**config.mk**
```make
export PLATFORM = sky130hd
export DESIGN_NAME = product_accumulator_flat
export DESIGN_NICKNAME = d
export VERILOG_FILES = /design/src/rtl/product_accumulator_if.sv /design/src/rtl/product_accumulator.sv /design/src/flat_wrapper.sv
export SDC_FILE = /design/constraint.sdc
export NUM_CORES = 1
export LEC_CHECK = 0
export ABC_AREA = 0
export BUFFER_PORTS_ARGS = -buffer_cell sky130_fd_sc_hd__buf_2
export CORE_MARGIN = 4
export CORE_UTILIZATION = 30
export CTS_CLUSTER_DIAMETER = 120
export DETAILED_ROUTE_END_ITERATION = 12
export PLACE_DENSITY_LB_ADDON = 0.3
export SLEW_MARGIN = 15
export SYNTH_ARGS = -nofsm -noshare
export SYNTH_HDL_FRONTEND = slang
export SYNTH_SLANG_ARGS = --single-unit
```
**constraint.sdc**
```tcl
create_clock -name CLK -period 3.7 [get_ports CLK]
set_input_delay 0.74 -clock CLK [delete_from_list [all_inputs] [get_ports CLK]]
set_output_delay 0.74 -clock CLK [all_outputs]
set_load 0.01 [all_outputs]
```
**src/rtl/product_accumulator_if.sv**
```systemverilog
// ----------------------------------------------------------------------------
// product_accumulator_if
// Handshake bundle for product_accumulator.
//   in_valid  : upstream has a valid signed product on P
//   in_ready  : accumulator accepts a product this cycle
//   P         : 32-bit signed Q16.16 product from the 16x16 multiplier
//   out_valid : result/overflow are valid
//   out_ready : consumer takes the result
//   result    : 16-bit signed Q8.8 rounded, saturated sum
//   overflow  : result was saturated (valid with out_valid)
//   busy      : accumulator is not idle
// master drives products and consumes results; slave is the accumulator.
// ----------------------------------------------------------------------------
interface product_accumulator_if;
    logic        in_valid;
    logic        in_ready;
    logic [31:0] P;
    logic        out_valid;
    logic        out_ready;
    logic [15:0] result;
    logic        overflow;
    logic        busy;

    modport master (
        output in_valid,
        output P,
        output out_ready,
        input  in_ready,
        input  out_valid,
        input  result,
        input  overflow,
        input  busy
    );

    modport slave (
        input  in_valid,
        input  P,
        input  out_ready,
        output in_ready,
        output out_valid,
        output result,
        output overflow,
        output busy
    );
endinterface

```
**src/rtl/product_accumulator.sv**
```systemverilog
// ----------------------------------------------------------------------------
// product_accumulator
// Sums N_TERMS signed Q16.16 products in a 40-bit accumulator, then rounds
// (half up) and shifts right by FRAC_BITS, saturating to a signed 16-bit
// Q8.8 result held until the consumer takes it.
//   CLK   : clock, all state updates on the rising edge
//   RST_N : synchronous active-low reset
//   bus   : handshake bundle (slave side), see product_accumulator_if
// ----------------------------------------------------------------------------
module product_accumulator #(
    parameter int unsigned N_TERMS   = 2,
    parameter int unsigned FRAC_BITS = 8
) (
    input logic                  CLK,
    input logic                  RST_N,
    product_accumulator_if.slave bus
);

    typedef enum logic [1:0] {
        StIdle,
        StAccum,
        StRound,
        StHold
    } state_e;

    localparam logic        [7:0]  NTermsC   = 8'(N_TERMS);
    localparam logic signed [39:0] RoundBias = 40'sd1 <<< (FRAC_BITS - 1);
    localparam logic signed [39:0] SatMax    = 40'sd32767;
    localparam logic signed [39:0] SatMin    = -40'sd32768;

    state_e             state_q, state_d;
    logic signed [39:0] acc_q, acc_d;
    logic        [7:0]  count_q, count_d;
    logic        [15:0] result_q, result_d;
    logic               overflow_q, overflow_d;

    logic signed [39:0] p_ext;
    logic signed [39:0] rounded;
    logic signed [39:0] r_shift;
    logic               accept;

    assign bus.in_ready  = (state_q == StIdle) || (state_q == StAccum);
    assign bus.out_valid = (state_q == StHold);
    assign bus.busy      = (state_q != StIdle);
    assign bus.result    = result_q;
    assign bus.overflow  = overflow_q;

    assign accept = bus.in_valid && bus.in_ready;

    always_comb begin
        state_d    = state_q;
        acc_d      = acc_q;
        count_d    = count_q;
        result_d   = result_q;
        overflow_d = overflow_q;
        p_ext      = $signed({{8{bus.P[31]}}, bus.P});
        // 40 bits leave headroom for 255 * 2^31 plus the rounding bias.
        rounded    = acc_q + RoundBias;
        r_shift    = rounded >>> FRAC_BITS;

        unique case (state_q)
            StIdle: begin
                if (accept) begin
                    acc_d   = p_ext;
                    count_d = 8'd1;
                    state_d = (N_TERMS == 1) ? StRound : StAccum;
                end
            end
            StAccum: begin
                if (accept) begin
                    acc_d   = acc_q + p_ext;
                    count_d = count_q + 8'd1;
                    if (count_d == NTermsC) begin
                        state_d = StRound;
                    end
                end
            end
            StRound: begin
                if (r_shift > SatMax) begin
                    result_d   = 16'h7FFF;
                    overflow_d = 1'b1;
                end else if (r_shift < SatMin) begin
                    result_d   = 16'h8000;
                    overflow_d = 1'b1;
                end else begin
                    result_d   = r_shift[15:0];
                    overflow_d = 1'b0;
                end
                state_d = StHold;
            end
            StHold: begin
                if (bus.out_ready) begin
                    state_d = StIdle;
                end
            end
            default: state_d = StIdle;
        endcase
    end

    always_ff @(posedge CLK) begin
        if (!RST_N) begin
            state_q    <= StIdle;
            acc_q      <= '0;
            count_q    <= '0;
            result_q   <= '0;
            overflow_q <= 1'b0;
        end else begin
            state_q    <= state_d;
            acc_q      <= acc_d;
            count_q    <= count_d;
            result_q   <= result_d;
            overflow_q <= overflow_d;
        end
    end

endmodule
```
**src/flat_wrapper.sv**
```systemverilog
// flat-port wrapper written by rule: the top's interface ports become plain ports
module product_accumulator_flat 
#(
    parameter int unsigned N_TERMS   = 2,
    parameter int unsigned FRAC_BITS = 8
)
  (CLK, RST_N, bus_in_valid, bus_P, bus_out_ready, bus_in_ready, bus_out_valid, bus_result, bus_overflow, bus_busy);
  product_accumulator_if bus_i ();
  input logic CLK;
  input logic RST_N;
  input wire logic [$bits(bus_i.in_valid)-1:0] bus_in_valid;
  input wire logic [$bits(bus_i.P)-1:0] bus_P;
  input wire logic [$bits(bus_i.out_ready)-1:0] bus_out_ready;
  output wire logic [$bits(bus_i.in_ready)-1:0] bus_in_ready;
  output wire logic [$bits(bus_i.out_valid)-1:0] bus_out_valid;
  output wire logic [$bits(bus_i.result)-1:0] bus_result;
  output wire logic [$bits(bus_i.overflow)-1:0] bus_overflow;
  output wire logic [$bits(bus_i.busy)-1:0] bus_busy;
  assign bus_i.in_valid = bus_in_valid;
  assign bus_i.P = bus_P;
  assign bus_i.out_ready = bus_out_ready;
  assign bus_in_ready = bus_i.in_ready;
  assign bus_out_valid = bus_i.out_valid;
  assign bus_result = bus_i.result;
  assign bus_overflow = bus_i.overflow;
  assign bus_busy = bus_i.busy;
  product_accumulator #(.N_TERMS(N_TERMS), .FRAC_BITS(FRAC_BITS)) u_core (.CLK(CLK), .RST_N(RST_N), .bus(bus_i));
endmodule
```
==> impl_metrics.json <==
{
  "cts_setup_buffers": 0,
  "ys.flop_type": "dfxtp_1",
  "yosysTopAreaCell": "dfxtp_1",
  "grt_max_degree": 43,
  "fmax_ghz": 0.3092,
  "n_antenna_cell": 0,
  "syn-cell-area_um2": 5853,
  "drv_cap": 0,
  "die_w_um": 147.7,
  "dp.cells": 1081,
  "fin_crit_ns": 3.234,
  "grt_pass1_vias": 5641,
  "synth_cell_type_count": 70,
  "viasPerCell": 5.423,
  "rsz0062_at_grt": "no",
  "fin_skew_ns": 0.006767,
  "critPathMaxFanout": 4,
  "p_leak_nw": 2.700,
  "crit_type": "in2reg",
  "async_flop_share": 0,
  "critPathCaptureType": "flop",
  "worst_pin_slew_ns": 0.6265,
  "cp.required_ns": 3.90,
  "cp_common_cell": "o21ai_0",
  "ant_nets": 0,
  "syn-instance-count": 787,
  "synth.yosys.seq_area_share": 0.2292,
  "drt-initial-drc-count": 340,
  "wl_per_cell_um": 15.77,
  "timing.hold.ws_ns": 0.4682,
  "cp_slowest_cell": "fa_1",
  "drc": 0,
  "peakVddDrop_v": 0.0003684,
  "pre_cts_ws_ns": 0.1647,
  "place.gp.congestion": 0.8867,
  "core_um2": 18960,
  "start_kind": "primary input",
  "port_buffers": 55,
  "cts_inserted_buffers": 9,
  "firstDrtPassIters": 5,
  "grt_pass1_wl_um": 28530,
  "crit_path_max_incr_delay_ns": 0.44,
  "clkTransAtPathRegs_ns": 0.06,
  "die_area_um2": 21810,
  "cts_sinks": 67,
  "syn-num-nets": 870,
  "dieHeight_um": 147.7,
  "cts_root_buf": "clkbuf_16",
  "drive_above_1_share": 0.1352,
  "hold_buffers": 0,
  "place_hpwl_um": 12990,
  "rows": 50,
  "num-nets-final": 915,
  "setup_violations": 0,
  "relSlewSlack": 0.5819,
  "arrival_ns": 3.43,
  "synthDominantCellAreaShare": 0.2292,
  "yosysWarnings": 0,
  "grt_antenna_before_repair": 1,
  "cts_buffer_depth": 2,
  "drt-total-wl_um": 17280,
  "synth_edf_count": 0,
  "num_vias": 5944,
  "syn2layout_area_growth_pct": 15.41,
  "track_usage": 0.1575,
  "worst-r2r-setup-slack_ns": 0.53,
  "cp_cell_sequence": "buf_2 -> ha_1 -> fa_1 -> a211oi_1 -> o21ai_0 -> nand4_1 -> nand3_1 -> o21ai_0 -> o21ai_0 -> a21oi_1 -> xor2_1 -> o22ai_1",
  "ys_ff_latch": 67,
  "outcome": "finished clean",
  "syn_area_per_cell_um2": 7.437,
  "hp-class": "reg2reg",
  "netlist_top_cells_area": "dfxtp_1 (23%), ha_1 (9.8%), a21oi_1 (6.9%), o21ai_0 (5.2%), nand2_1 (4.9%)",
  "setup_slack_ns": 0.4663,
  "grt_overflow_total": 0,
  "power.density_nw_per_um2": 727.4,
  "fin_cells": 1096,
  "cts_tree": "built",
  "initial_core_util": 0.3088,
  "drv_slew": 0,
  "cts_resized": 0,
  "min_period_over_period": 0.8740,
  "fin_tns_setup_ns": 0,
  "fin_total_pwr_w": 0.004914,
  "hold_violations": 0,
  "insertion_delay_ns": 0.34,
  "ctsHtreeMaxLevel": 3,
  "io_pins": 56
}
-- stage by stage --
stage | utilization | instance area (um^2)
4_1_cts | 0.3564 | 6755
6_report | 0.3564 | 6755
5_1_grt | 0.3564 | 6755
3_3_place_gp | 0.3397 | 6439
2_1_floorplan | - | 5853
3_5_place_dp | 0.3397 | 6439
-- worst paths after layout --
| check | from | end | depth (start not counted) |
|---|---|---|---|
| worst max-delay path | bus_P[0] | u_core.acc_q[34] | 12 |
| worst min-delay path | u_core.acc_q[2] | u_core.acc_q[2] | 2 |
| worst max register to register | u_core.acc_q[8] | u_core.acc_q[39] | 10 |
| worst min register to register | u_core.acc_q[2] | u_core.acc_q[2] | 2 |
-- power by group --
group	leakage, nW	internal [W]	switching (W)
combinational	2.00	0.00110	0.00160
sequential	0.551	0.000962	0.000313
clock	0.154	0.000603	0.000339
total	2.70	0.00266	0.00225
-- flip-flops by register name, summed over array words and instances, names as in the netlist --
name	flops
u_core.acc_q	40
u_core.bus.overflow	1
u_core.bus.result	16
u_core.count_q	8
u_core.state_q	2
-- worst max-delay path: cells and delay by family --
kind | cells | cell delay, ns
buffers and inverters | 1 | 0.11
and+or+nand+nor | 2 | 0.33
adders and majority gates | 2 | 0.65
AOI/OAI and AO/OA | 6 | 1.43
xor gates and xnor gates | 1 | 0.17
-- Yosys cell counts (4+ instances only) --
master and n:
and3_1 13, xnor2_1 30, o22ai_1 10, o211ai_1 8, mux2i_1 16, nor3_1 24, clkbuf_1 34, a22oi_1 4
a211oi_1 21, nor2b_1 7, a21boi_0 6, nand3_1 26, o21ai_0 61, o21bai_1 5, nand4_1 17, nor4_1 7
a31oi_1 16, a21oi_2 9, xor2_1 19, ha_1 46, and4_1 7, o21a_1 6, a2111oi_0 4, a311oi_1 4
or3_1 4, dfxtp_1 67, inv_1 21, a21o_1 15, nand2_1 77, nor2_1 68, a21oi_1 81
-- routing by layer --
layer / global-route usage / part of all wire / up-vias / wire, um
li1: - / - / 3022 / -
met1: 0.2176 / 0.49 / 2756 / 8500
met2: 0.2524 / 0.44 / 142 / 7586
met3: 0.03096 / 0.051 / 22 / 881
met4: 0.03961 / 0.018 / 2 / 303
met5: 0 / 0.00041 / - / 7
-- layout by cell type (no fill, tap or decap), drive strengths merged, types with 5 or more instances in the layout --
cell type  Yosys  routed
o21a           6       6
mux2i         16      16
nand2         79      79
a211oi        21      21
nor2          68      68
o211ai         8       8
nand3         27      27
nand4         17      17
clkbuf        34      10
dfxtp         67      67
a21boi         7       7
nor3          25      25
and3          13      13
o22ai         10      10
nor2b          7       7
a31oi         16      16
xor2          19      19
o21ai         62      62
a21o          15      15
and4           9       9
xnor2         30      30
buf            6      74
nor4           7       7
a21oi         90      90
ha            46      46
inv           21      21
o21bai         5       5
-- final cells by class --
cell class,count,area (um^2)
Clock buffer,10,239.0
Clock inverter,5,77.57
Fill cell,2027,12200
Inverter,23,86.33
Multi-Input combinational cell,657,4268
Sequential cell,67,1341
Tap cell,260,325.3
Timing Repair Buffer,74,417.9
-- logic make-up (layout without fill, tap and decap cells) --
group | Yosys count | count (layout) | share of synthesized area
DFF | 67 | 67 | 0.2292
muxes | 18 | 18 | 0.03121
buffers and inverters | 63 | 112 | 0.04404
xor gates and xnor gates | 49 | 49 | 0.07332
and+or+nand+nor | 272 | 272 | 0.2283
adders and majority gates | 47 | 47 | 0.1018
AOI/OAI and AO/OA | 271 | 271 | 0.2922
Note: power is estimated with default switching activity, not from simulation.
